**config.mk**
```make
export PLATFORM = sky130hd
export DESIGN_NAME = seg7_scan_ctrl
export DESIGN_NICKNAME = d
export VERILOG_FILES = /design/src/rtl/seg7_scan_pkg.sv /design/src/rtl/seg7_scan_ctrl_counter.sv /design/src/rtl/seg7_scan_ctrl.sv
export SDC_FILE = /design/constraint.sdc
export NUM_CORES = 1
export LEC_CHECK = 0
export CORE_ASPECT_RATIO = 1.75
export CORE_MARGIN = 4
export CORE_UTILIZATION = 30
export CTS_CLUSTER_DIAMETER = 50
export DETAILED_ROUTE_END_ITERATION = 7
export GPL_ROUTABILITY_DRIVEN = 0
export PLACE_DENSITY_LB_ADDON = 0.08
export SYNTH_ARGS = -nofsm -noshare
export SYNTH_HDL_FRONTEND = slang
export SYNTH_SLANG_ARGS = --single-unit
export TNS_END_PERCENT = 100
```
**constraint.sdc**
```tcl
create_clock -name clk -period 2.55 [get_ports clk]
set_input_delay 0.51 -clock clk [delete_from_list [all_inputs] [get_ports clk]]
set_output_delay 0.51 -clock clk [all_outputs]
set_load 0.01 [all_outputs]
```
**src/rtl/seg7_scan_pkg.sv**
```systemverilog
// Shared definitions for the seven-segment scan controller.
// Holds the slot encoding, the edit-field codes presented by the
// setting logic, and the bit positions of each pair in pair_en.
package seg7_scan_pkg;

  // Display slot, also the scan state; value 3 is never entered.
  typedef enum logic [1:0] {
    S_HRS = 2'd0,
    S_MIN = 2'd1,
    S_SEC = 2'd2
  } slot_e;

  // Field currently being edited (the one that blinks).
  localparam logic [1:0] EDIT_NONE = 2'd0;
  localparam logic [1:0] EDIT_HRS  = 2'd1;
  localparam logic [1:0] EDIT_MIN  = 2'd2;
  localparam logic [1:0] EDIT_SEC  = 2'd3;

  // Bit positions inside pair_en.
  localparam int PAIR_HRS = 0;
  localparam int PAIR_MIN = 1;
  localparam int PAIR_SEC = 2;

  // Edit code that selects a given slot for blinking.
  function automatic logic [1:0] editCodeFor(input slot_e s);
    logic [1:0] code;
    case (s)
      S_HRS:   code = EDIT_HRS;
      S_MIN:   code = EDIT_MIN;
      S_SEC:   code = EDIT_SEC;
      default: code = EDIT_NONE;
    endcase
    return code;
  endfunction

endpackage

```
**src/rtl/seg7_scan_ctrl_counter.sv**
```systemverilog
// Modulo-MOD up counter with enable, used for the dwell timer and the
// blink frame counter.
// Ports:
//   clk  - system clock
//   rst  - synchronous active-high reset, clears the count
//   en   - advance by one on this clock
//   cnt  - current count, 0..MOD-1
//   wrap - high on the enabled clock where cnt = MOD-1 (count returns to 0)
module mod_counter #(
  parameter int MOD = 2,
  localparam int W = (MOD > 1) ? $clog2(MOD) : 1
) (
  input  logic         clk,
  input  logic         rst,
  input  logic         en,
  output logic [W-1:0] cnt,
  output logic         wrap
);

  localparam logic [W-1:0] LAST = W'(MOD - 1);

  logic [W-1:0] cnt_q, cnt_d;

  // Next count: hold, step, or return to zero after the last value.
  always_comb begin
    cnt_d = cnt_q;
    if (en) begin
      cnt_d = (cnt_q == LAST) ? '0 : cnt_q + 1'b1;
    end
  end

  // Count register with synchronous clear.
  always_ff @(posedge clk) begin
    if (rst) begin
      cnt_q <= '0;
    end else begin
      cnt_q <= cnt_d;
    end
  end

  assign cnt  = cnt_q;
  assign wrap = en && (cnt_q == LAST);

endmodule

```
**src/rtl/seg7_scan_ctrl.sv**
```systemverilog
// Time-multiplexing scan controller for the watch display. Snapshots the
// hours/minutes/seconds BCD bytes once per frame and steps one shared
// two-digit decoder through the three pairs, with a dead time at the start
// of every slot and a slow blink on the field being edited.
// Ports:
//   clk, rst     - clock and synchronous active-high reset
//   hours_bcd    - packed BCD hours   ([7:4] tens, [3:0] ones)
//   mins_bcd     - packed BCD minutes
//   secs_bcd     - packed BCD seconds
//   edit_field   - field to blink: 0 none, 1 hours, 2 minutes, 3 seconds
//   blank        - force all pair enables off
//   bcd_out      - byte for the shared decoder (current slot's snapshot)
//   pair_en      - one-hot pair enable: bit0 hours, bit1 minutes, bit2 seconds
//   frame_start  - high in the first cycle of each hours slot
module seg7_scan_ctrl
  import seg7_scan_pkg::*;
#(
  parameter int SCAN_DIV     = 1000,
  parameter int DEAD         = 4,
  parameter int BLINK_FRAMES = 64
) (
  input  logic       clk,
  input  logic       rst,
  input  logic [7:0] hours_bcd,
  input  logic [7:0] mins_bcd,
  input  logic [7:0] secs_bcd,
  input  logic [1:0] edit_field,
  input  logic       blank,
  output logic [7:0] bcd_out,
  output logic [2:0] pair_en,
  output logic       frame_start
);

  localparam int CW = (SCAN_DIV > 1) ? $clog2(SCAN_DIV) : 1;
  localparam int BW = (BLINK_FRAMES > 1) ? $clog2(BLINK_FRAMES) : 1;

  slot_e      state_q, state_d;
  logic [7:0] snapH_q, snapM_q, snapS_q;
  logic       blinkPh_q;
  logic       blankR_q;
  logic [1:0] editR_q;

  logic [CW-1:0] dwellCnt;
  logic          dwellWrap;
  logic [BW-1:0] blinkCnt;
  logic          blinkWrap;
  logic          frameWrap;
  logic          slotOn;

  // Dwell timer: free-running, wraps exactly at each slot change.
  mod_counter #(.MOD(SCAN_DIV)) uDwell (
    .clk  (clk),
    .rst  (rst),
    .en   (1'b1),
    .cnt  (dwellCnt),
    .wrap (dwellWrap)
  );

  // The last cycle of the seconds slot closes the frame.
  assign frameWrap = dwellWrap && (state_q == S_SEC);

  // Blink frame counter; its wrap marks the end of a blink half-period.
  mod_counter #(.MOD(BLINK_FRAMES)) uBlink (
    .clk  (clk),
    .rst  (rst),
    .en   (frameWrap),
    .cnt  (blinkCnt),
    .wrap (blinkWrap)
  );

  // Only the wrap pulse of the blink counter matters here.
  logic unusedBlinkCnt;
  assign unusedBlinkCnt = ^blinkCnt;

  // Slot sequence hours -> minutes -> seconds -> hours.
  always_comb begin
    state_d = state_q;
    if (dwellWrap) begin
      case (state_q)
        S_HRS:   state_d = S_MIN;
        S_MIN:   state_d = S_SEC;
        default: state_d = S_HRS;
      endcase
    end
  end

  // Scan state, frame snapshot, blink phase and registered controls.
  // The snapshot only loads on the frame wrap so a frame never tears.
  always_ff @(posedge clk) begin
    if (rst) begin
      state_q   <= S_HRS;
      snapH_q   <= 8'h00;
      snapM_q   <= 8'h00;
      snapS_q   <= 8'h00;
      blinkPh_q <= 1'b0;
      blankR_q  <= 1'b0;
      editR_q   <= EDIT_NONE;
    end else begin
      state_q  <= state_d;
      blankR_q <= blank;
      editR_q  <= edit_field;
      if (frameWrap) begin
        snapH_q <= hours_bcd;
        snapM_q <= mins_bcd;
        snapS_q <= secs_bcd;
      end
      if (blinkWrap) begin
        blinkPh_q <= ~blinkPh_q;
      end
    end
  end

  // Enable is off during the dead time, while blanked, and while the
  // edited field is in the dark half of the blink.
  assign slotOn = (dwellCnt >= CW'(DEAD)) && !blankR_q &&
                  !(blinkPh_q && (editR_q == editCodeFor(state_q)));

  // Moore output decode from registers only.
  always_comb begin
    bcd_out     = 8'h00;
    pair_en     = 3'b000;
    frame_start = (state_q == S_HRS) && (dwellCnt == '0);
    case (state_q)
      S_HRS: begin
        bcd_out           = snapH_q;
        pair_en[PAIR_HRS] = slotOn;
      end
      S_MIN: begin
        bcd_out           = snapM_q;
        pair_en[PAIR_MIN] = slotOn;
      end
      S_SEC: begin
        bcd_out           = snapS_q;
        pair_en[PAIR_SEC] = slotOn;
      end
      default: begin
        bcd_out = 8'h00;
      end
    endcase
  end

endmodule

```
==> out/results.tsv, run 1 <==
metric	value	unit
layout-drive-gt1-share	8.87	%
hold_path.class	flip-flop to flip-flop	
pwr-share-clk	47.0	%
wirelength	5.31	mm
syn2layout_area_growth	30.1	%
final_util	39.9	%
num_rows	40	
antennaDiodeCount	0	
cts.sinks	46	
end_kind	primary output	
ys_ff_latch	46	
htree_levels	2	
rsz0062_at_grt	false	
synth_fp_nets	289	
grt_usage	13.3	%
critPathMaxFanout	4	
finalCriticalPeriod	2450	ps
synth.avg_cell_area	8.34	um^2
power_frac_seq	47.3	%
clk_pin_slew_worst_paths	60	ps
drtAntennaViolNets	0	
placed_cells	369	
ys_warn_count	0	
setup_viol_count_final	0	
fin_nets	329	
switching_power	0.306	mW
first_iter_violations	76	
reg2reg_slack	500	ps
p_per_area	565	nW/um^2
final_cells	377	
die_w	71.3	um
pwr-share-comb	5.7	%
grt_pass1_wl	8.89	mm
netlist_area	2100	um^2
p_int	1.24	mW
avgRoutedWirePerCell	14.1	um
synth_cell_type_count	39	
tritoncts	yes	
ios	41	
synth-main-ff-cell	dfxtp_1	
tightest_slew	546	ps
die_height	119	um
core_region_area	6860	um^2
fmaxAchievable	0.408	GHz
fillers	710	
die-area	8460	um^2
drtPass1Iterations	4	
vias_per_cell	4.88	
synth_edf_count	0	
relSlewSlack	63.5	%
synthArstFlopShare	0	%
cp.required	2040	ps
dr_total_vias	1838	
drc	0	
clock_path_buffers	2	
setup_tns	0	ps
multiInputGateArea	1040	um^2
p_leak	1.06	nW
portBuffers	40	
cp.arrival	1940	ps
ys_seq_area_share	43.8	%
fin_hold_ws	456	ps
overflow	0	
clock_skew	5.25	ps
start_util	30.6	%
post-dp-hpwl	3.90	mm
numCtsBuffers	5	
start_kind	flip-flop	
period_share	96.1	%
grt_max_degree	27	
antenna_found_initial	0	
max_cap_viol_count	0	
cts-root-buf	clkbuf_16	
syn_inst	252	
crit_type	flip-flop to primary output	
clk_latency	280	ps
maxSlewViolCount	0	
p_sw_share	19.8	%
vdd_ir_drop_max	0.297	mV
seq_area	922	um^2
status	finished, final reports clean	
hold_violations	0	
grt_pass1_vias	1844	
repair_timing:
item / in CTS / in global routing
buffers inserted: 0 / 0
hold buffers: 0 / 0
endpoints found under the setup margin: 11 / 2
gates resized for setup: 11 / 2
routing by layer:
layer	up-vias	track usage, %	wire (um)
li1	927	-	-
met1	863	13.9	2040
met2	41	25.1	2950
met3	7	2.64	232
met4	0	4.94	93
met5	-	0	0
cell usage after synthesis, types with 3 or more instances:
| master | number | share of area (%) |
|---|---|---|
| buf_2 | 3 | 0.71 |
| a222oi_1 | 8 | 3.8 |
| nor2b_1 | 4 | 1.2 |
| nand3_1 | 3 | 0.71 |
| nand2_1 | 57 | 10 |
| a21oi_1 | 29 | 6.9 |
| dfxtp_1 | 46 | 44 |
| clkbuf_1 | 8 | 1.4 |
| xor2_1 | 3 | 1.3 |
| inv_1 | 10 | 1.8 |
| nor2_1 | 29 | 5.2 |
| ha_1 | 8 | 4.8 |
| and3_1 | 6 | 1.8 |
| xnor2_1 | 7 | 2.9 |
final timing paths:
path	start	to	depth (start not counted)
worst max-delay path	state_q[1]	pair_en[2]	7
worst min-delay path	snapS_q[7]	snapS_q[7]	2
worst max register to register	state_q[0]	blinkPh_q	8
worst min register to register	snapS_q[7]	snapS_q[7]	2
kinds of logic (layout without fill, tap and decap cells):
group	count (synthesis)	count (layout)	synth area share, %
simple gates	115	115	25.3
flops	46	46	43.8
compound gates	44	44	13.9
buf+inv	26	67	6.43
xor+xnor	10	10	4.17
fa+ha+maj	8	8	4.76
mux	3	3	1.67
sequential cells by signal, indices dropped and copies added (netlist names):
signal      count
uDwell.cnt     10
blankR_q        1
state_q         2
uBlink.cnt      6
snapM_q         8
snapH_q         8
blinkPh_q       1
editR_q         2
snapS_q         8
metrics by stage:
stage                     instance area (um^2)  total power, mW  setup WS (ps)
after global placement                    2580            0.837            130
after CTS                                 2730             1.57           12.3
after detailed placement                  2580            0.837           75.9
after global routing                      2730             1.61           8.16
after floorplan                           2100            0.775            478
final                                     2730             1.55           98.7
power groups by stage:
stage	Combinational, mW	Clock [mW]	Sequential (mW)
2_1_floorplan	0.0293	0	0.746
3_3_place_gp	0.0895	0	0.747
3_5_place_dp	0.0894	0	0.748
4_1_cts	0.0900	0.748	0.731
5_1_grt	0.0971	0.778	0.732
6_report	0.0877	0.727	0.731
worst max-delay path, cell delays in order, from the launching register on:
cell           delay (ps)
dfxtp_1               380
inv_1                 100
ha_1                  200
o21bai_1              170
xor2_1                 90
a311o_1               350
nor2_1                100
dlygate4sd2_1         280
layout make-up:
cell class / instances / share of cell area (%)
clock buffers: 5 / 4.58
clock inverters: 3 / 1.46
inverters: 10 / 1.37
multi-input cells: 180 / 38.2
flip-flops and latches: 46 / 33.7
well taps: 84 / 3.84
repair buffers: 49 / 16.8
layout by cell type (no fill, tap or decap), drive strengths merged, types with 3 or more instances in the layout:
cell type and count:
clkdlybuf4s50 29, xor2 3, clkbuf 5, xnor2 7, dlygate4sd2 9, ha 8, nor2 29, and3 6
nor2b 4, nand3 4, dfxtp 46, inv 10, nor3 3, a222oi 8, nand2 57, buf 9
a21oi 29
Note: power is estimated with default switching activity, not from simulation.
==> run 2, diff against run 1 <==
--- a/config.mk
+++ b/config.mk
@@ -7,7 +7,7 @@
 export LEC_CHECK = 0
 export CORE_ASPECT_RATIO = 1.75
 export CORE_MARGIN = 4
-export CORE_UTILIZATION = 30
+export CORE_UTILIZATION = 51
 export CTS_CLUSTER_DIAMETER = 50
 export DETAILED_ROUTE_END_ITERATION = 7
 export GPL_ROUTABILITY_DRIVEN = 0
==> run 2 against run 1 <==
  * Sequential share of layout area rose by 1.0 points
  * Sequential power is essentially flat
  * Highest routed layer unchanged
  * Largest cell class unchanged
  * Setup slack lost 32 ps
  * Clock power down 28%
  * Non-clock buffer count unchanged
  * Count of clock-buffer cells in the layout up 1
  * Core utilization rose by 28 points
  * Global-route usage rose by 4.8 points
  * Design area down 2.8%
==> out/results.tsv, run 2 (same netlist as run 1, synthesis figures left out) <==
metric	value	unit	change
die_height	92.9	um	-22%
setup_viol_count_final	0		unchanged
stdcell_area	2660	um^2	-2.8%
reg2regPathDepth	8		unchanged
portBuffers	40		unchanged
crit_path_cell_trace	nor4_1 -> and3_1 -> and3_1 -> clkdlybuf4s50_1		
setup_tns	0	ps	unchanged
avgRoutedWirePerCell	13.8	um	-2.4%
critPathMaxFanout	5		+1
crit_slowest_cell	clkdlybuf4s50_1		
cts-root-buf	clkbuf_8		
clk_pin_slew_worst_paths	80	ps	+20 ps
max_cap_viol_count	0		unchanged
maxSlewViolCount	0		unchanged
final_common_cell	nand2_1		
antennaDiodeCount	0		unchanged
hold_path.class	flip-flop to flip-flop		
tritoncts	yes		
wl_met2	2.41	mm	-18%
crit_type	flip-flop to primary output		
clk_latency	290	ps	about the same
crit_buf_inv	1		-1
num_rows	30		-25%
cp.required	2040	ps	about the same
rsz0062_at_grt	false		
reg2reg_slack	380	ps	-120 ps
drtAntennaViolNets	0		unchanged
hold_end	snapM_q[4]		
switching_power	0.273	mW	-11%
start_kind	flip-flop		
drtPass1Iterations	5		+1
place_ws	94.8	ps	+18.9 ps
fin_nets	329		unchanged
grt_pass1_vias	1758		-4.7%
vias_per_cell	5.30		+8.8%
cp.arrival	1970	ps	+30 ps
highest_layer	met4		
clock_skew	6.79	ps	+1.54 ps
cts_setup_buffers	0		unchanged
vdd_ir_drop_max	0.629	mV	+110%
pwr-share-comb	6.7	%	+1.0 points
antenna_found_initial	0		unchanged
ios	41		unchanged
drc	0		unchanged
start_util	53.3	%	+23 points
status	finished, final reports clean		
die_w	56.5	um	-21%
finalCriticalPeriod	2480	ps	+32.3 ps
placed_cell_area	2530	um^2	-1.7%
p_sw_share	20.3	%	+0.46 points
largest_reg_flops	10		unchanged
cpLargestDelayFamily	simple AND/OR/NAND/NOR gates		
cpMostUsedCell	and3_1		
fmaxAchievable	0.403	GHz	-1.3%
wl_met1	1.99	mm	-2.2%
p_leak	1.12	nW	+4.8%
end_kind	primary output		
dr_total_vias	1809		-1.6%
layout-drive-gt1-share	8.87	%	unchanged
post-dp-hpwl	3.39	mm	-13%
hold_depth	2		unchanged
syn2layout_area_growth	26.5	%	
power_frac_seq	54.1	%	+6.8 points
numCtsBuffers	5		unchanged
die-area	5250	um^2	-38%
r2r_start	state_q[0]		
layout_common_cells	nand2_1 (57), dfxtp_1 (44), nor2_1 (29), a21oi_1 (29), clkdlybuf4s50_1 (29)		
cpPeakStageDelay	550	ps	+170 ps
grt_max_degree	21		-22%
tightest_slew	518	ps	-28.1 ps
grt_pass1_wl	7.60	mm	-15%
hold_violations	0		unchanged
fin_ws	66.5	ps	-32.3 ps
wirelength	4.69	mm	-12%
grt_usage	18.1	%	+4.8 points
r2r_end	snapM_q[6]		
final_util	67.4	%	+28 points
clock_path_buffers	2		unchanged
period_share	97.4	%	+1.3 points
p_per_area	507	nW/um^2	-10%
holdCritStartpoint	snapM_q[4]		
pwr-share-clk	39.1	%	-7.9 points
first_iter_violations	89		+17%
htree_levels	2		unchanged
cts.sinks	46		unchanged
p_int	1.07	mW	-13%
core_region_area	3940	um^2	-43%
power	1.35	mW	-13%
dr_wl_met3	232	um	unchanged
overflow	0		unchanged
relSlewSlack	65.5	%	+2.0 points
[run 2: power groups by stage]
stage                     Clock (mW)  Combinational (mW)  Sequential [mW]
after floorplan                    0              0.0293            0.746
after global placement             0              0.0909            0.746
after detailed placement           0              0.0917            0.746
after CTS                      0.541              0.0917            0.729
after global routing           0.571              0.0988            0.730
final                          0.527              0.0905            0.729
[run 2: layout make-up]
type | count | area [um^2]
flip-flops and latches | 46 | 923
well taps | 48 | 60.1
repair buffers | 49 | 482
inverters | 10 | 37.5
clock buffers | 6 | 72.6
multi-input cells | 180 | 1040
fillers | 357 | 1280
clock inverters | 2 | 37.5
[run 2: stage by stage]
stage,std cells,hold WS (ps)
3_3_place_gp,333,441
3_5_place_dp,333,448
5_1_grt,341,487
2_1_floorplan,252,436
6_report,341,459
4_1_cts,341,460
[run 2: tightest hold or removal path: cells and delay by family, from the launching register on]
family / cells / cell delay (ps)
flops: 1 / 320
simple gates: 1 / 50
compound gates: 1 / 50
[run 2: how the worst max path moves through the flow]
stage / startpoint / cells past startpoint / to
3_5_place_dp: state_q[0] / 7 / pair_en[0]
5_1_grt: state_q[0] / 7 / pair_en[1]
4_1_cts: state_q[0] / 6 / bcd_out[1]
3_3_place_gp: state_q[0] / 6 / pair_en[2]
2_1_floorplan: state_q[0] / 7 / pair_en[0]
6_report: uDwell.cnt[7] / 4 / frame_start
[run 2: layer usage]
metal | vias up | GRT usage, %
li1 | 927 | -
met1 | 837 | 20.5
met2 | 41 | 32.7
met3 | 4 | 3.77
met4 | 0 | 6.14
met5 | - | 0
[run 2: what timing repair did]
action | CTS | global route
gates cloned | 0 | 0
resized for setup | 6 | 8
hold buffers | 0 | 0
endpoints found under the hold margin | 0 | 0
pin swaps | 1 | 5
endpoints found under the setup margin | 11 | 8
==> run 3, diff against run 2 <==
--- a/config.mk
+++ b/config.mk
@@ -6,7 +6,7 @@
 export NUM_CORES = 1
 export LEC_CHECK = 0
 export CORE_ASPECT_RATIO = 1.75
-export CORE_MARGIN = 4
+export CORE_MARGIN = 3
 export CORE_UTILIZATION = 51
 export CTS_CLUSTER_DIAMETER = 50
 export DETAILED_ROUTE_END_ITERATION = 7
==> run 3 against run 2 <==
  * Via count increased by 0.94%
  * Clock power about the same
  * Clock skew about the same
  * Global-route usage increased by 2.5 points
  * Hold slack got worse by 2.2 ps
  * Die area decreased by 5.6%
  * Count of clock-buffer cells in the layout increased by 1
  * Cell count unchanged
  * Total power decreased by 0.17%
  * First-iteration DRC count decreased by 38%
  * Highest routed layer unchanged
==> out/results.tsv, run 3 (same netlist as run 1, synthesis figures left out) <==
metric	value	unit	change
antennaDiodeCount	0		unchanged
placed_cell_area	2530	um^2	unchanged
die_w	54.5	um	-3.5%
maxSlewViolCount	0		unchanged
rsz0062_at_grt	false		
setup_tns	0	ps	unchanged
fin_ws	145	ps	+79.0 ps
start_kind	flip-flop		
fillers	355		-0.56%
pwr-share-comb	6.4	%	-0.3 points
status	finished, final reports clean		
drtAntennaViolNets	0		unchanged
avgRoutedWirePerCell	13.7	um	-0.49%
setup_viol_count_final	0		unchanged
num_rows	30		unchanged
p_per_area	511	nW/um^2	+0.83%
placed_cells	333		unchanged
clk_latency	300	ps	about the same
largest_reg_flops	10		unchanged
power_frac_seq	54.3	%	+0.2 points
vdd_ir_drop_max	0.762	mV	+21%
crit_type	flip-flop to primary output		
max_cap_viol_count	0		unchanged
syn2layout_area_growth	25.3	%	
fin_hold_ws	457	ps	-2.16 ps
cts-root-buf	clkbuf_8		
layout_common_cells	nand2_1 (57), dfxtp_1 (44), nor2_1 (29), a21oi_1 (29), clkdlybuf4s50_1 (29)		
cp.arrival	1890	ps	-80 ps
clock_path_buffers	2		unchanged
clock_skew	6.59	ps	-0.197 ps
p_int	1.07	mW	about the same
wirelength	4.67	mm	-0.49%
final_common_cell	nand2_1		
numCtsBuffers	5		unchanged
vias_per_cell	5.35		+0.94%
relSlewSlack	64.0	%	-1.5 points
final_cells	341		unchanged
ios	41		unchanged
grt_pass1_wl	7.47	mm	-1.7%
cts.sinks	46		unchanged
first_iter_violations	55		-38%
place_ws	92.2	ps	-2.63 ps
final_util	67.4	%	about the same
core_region_area	3900	um^2	-0.95%
tritoncts	yes		
overflow	0		unchanged
critPathMaxFanout	5		unchanged
start_util	53.8	%	+0.51 points
period_share	94.3	%	-3.1 points
stdcell_area	2630	um^2	-0.99%
clk_pin_slew_worst_paths	80	ps	about the same
finalCriticalPeriod	2400	ps	-79.0 ps
switching_power	0.271	mW	-0.65%
post-dp-hpwl	3.33	mm	-1.7%
antenna_found_initial	0		unchanged
grt_usage	20.5	%	+2.5 points
fmaxAchievable	0.416	GHz	+3.3%
hold_violations	0		unchanged
grt_max_degree	25		+19%
portBuffers	40		unchanged
p_sw_share	20.2	%	-0.098 points
end_kind	primary output		
die_height	90.9	um	-2.2%
drc	0		unchanged
fin_nets	329		unchanged
pwr-share-clk	39.3	%	+0.2 points
hold_path.class	flip-flop to flip-flop		
htree_levels	2		unchanged
hold_buffers	0		unchanged
dr_total_vias	1826		+0.94%
tightest_slew	539	ps	+20.8 ps
p_leak	1.05	nW	-5.5%
cp.required	2040	ps	about the same
layout-drive-gt1-share	9.22	%	+0.34 points
drtPass1Iterations	7		+2
die-area	4960	um^2	-5.6%
power	1.34	mW	-0.17%
grt_pass1_vias	1732		-1.5%
[run 3: cell count changes in the layout (fill, tap and decap cells not counted), sizes merged]
cell | previous run | this run
dlymetal6s2s | 7 | 3
clkinvlp | 1 | 0
dlygate4sd2 | 3 | 5
clkbuf | 6 | 9
[run 3: repair_timing]
action                     in CTS  in global routing
pin swaps                       2                  4
setup buffers                   0                  0
gates resized for setup        10                  8
setup endpoints to repair      11                  6
[run 3: per-layer routing]
layer | track usage [%] | vias up | share of wire, %
li1 | - | 926 | -
met1 | 20.8 | 844 | 38
met2 | 37.6 | 49 | 55
met3 | 3.97 | 7 | 4.9
met4 | 8.73 | 0 | 2.0
met5 | 0 | - | 0
[run 3: area by class of cell]
| type | count | area, um^2 | area share (%) |
|---|---|---|---|
| Clock inverter | 1 | 30.0 | 1.14 |
| Sequential cell | 46 | 923 | 35.1 |
| Multi-Input combinational cell | 180 | 1040 | 39.7 |
| Inverter | 10 | 37.5 | 1.43 |
| Tap cell | 48 | 60.1 | 2.28 |
| Clock buffer | 7 | 76.3 | 2.90 |
| Timing Repair Buffer | 49 | 459 | 17.5 |
[run 3: path summary, 6_finish.rpt]
| check | endpoint | start | slack [ps] | depth (start not counted) |
|---|---|---|---|---|
| worst max-delay path | pair_en[0] | state_q[0] | 150 | 7 |
| worst min-delay path | snapM_q[3] | snapM_q[3] | 460 | 2 |
| worst max register to register | uBlink.cnt[4] | state_q[0] | 560 | 8 |
| worst min register to register | snapM_q[3] | snapM_q[3] | 460 | 2 |
[run 3: power by group through the flow]
stage	Sequential [mW]	Combinational (mW)	Clock, mW
6_report	0.730	0.0867	0.528
2_1_floorplan	0.746	0.0293	0
4_1_cts	0.730	0.0875	0.548
3_3_place_gp	0.747	0.0868	0
5_1_grt	0.731	0.0960	0.565
3_5_place_dp	0.747	0.0873	0
[run 3: critical path, stage by stage (launching register included)]
cell and delay (ps):
dfxtp_2 370, inv_1 70, ha_1 210, o21bai_1 180, xor2_1 90, a311o_1 350, nor2_1 100, clkdlybuf4s15_1 240
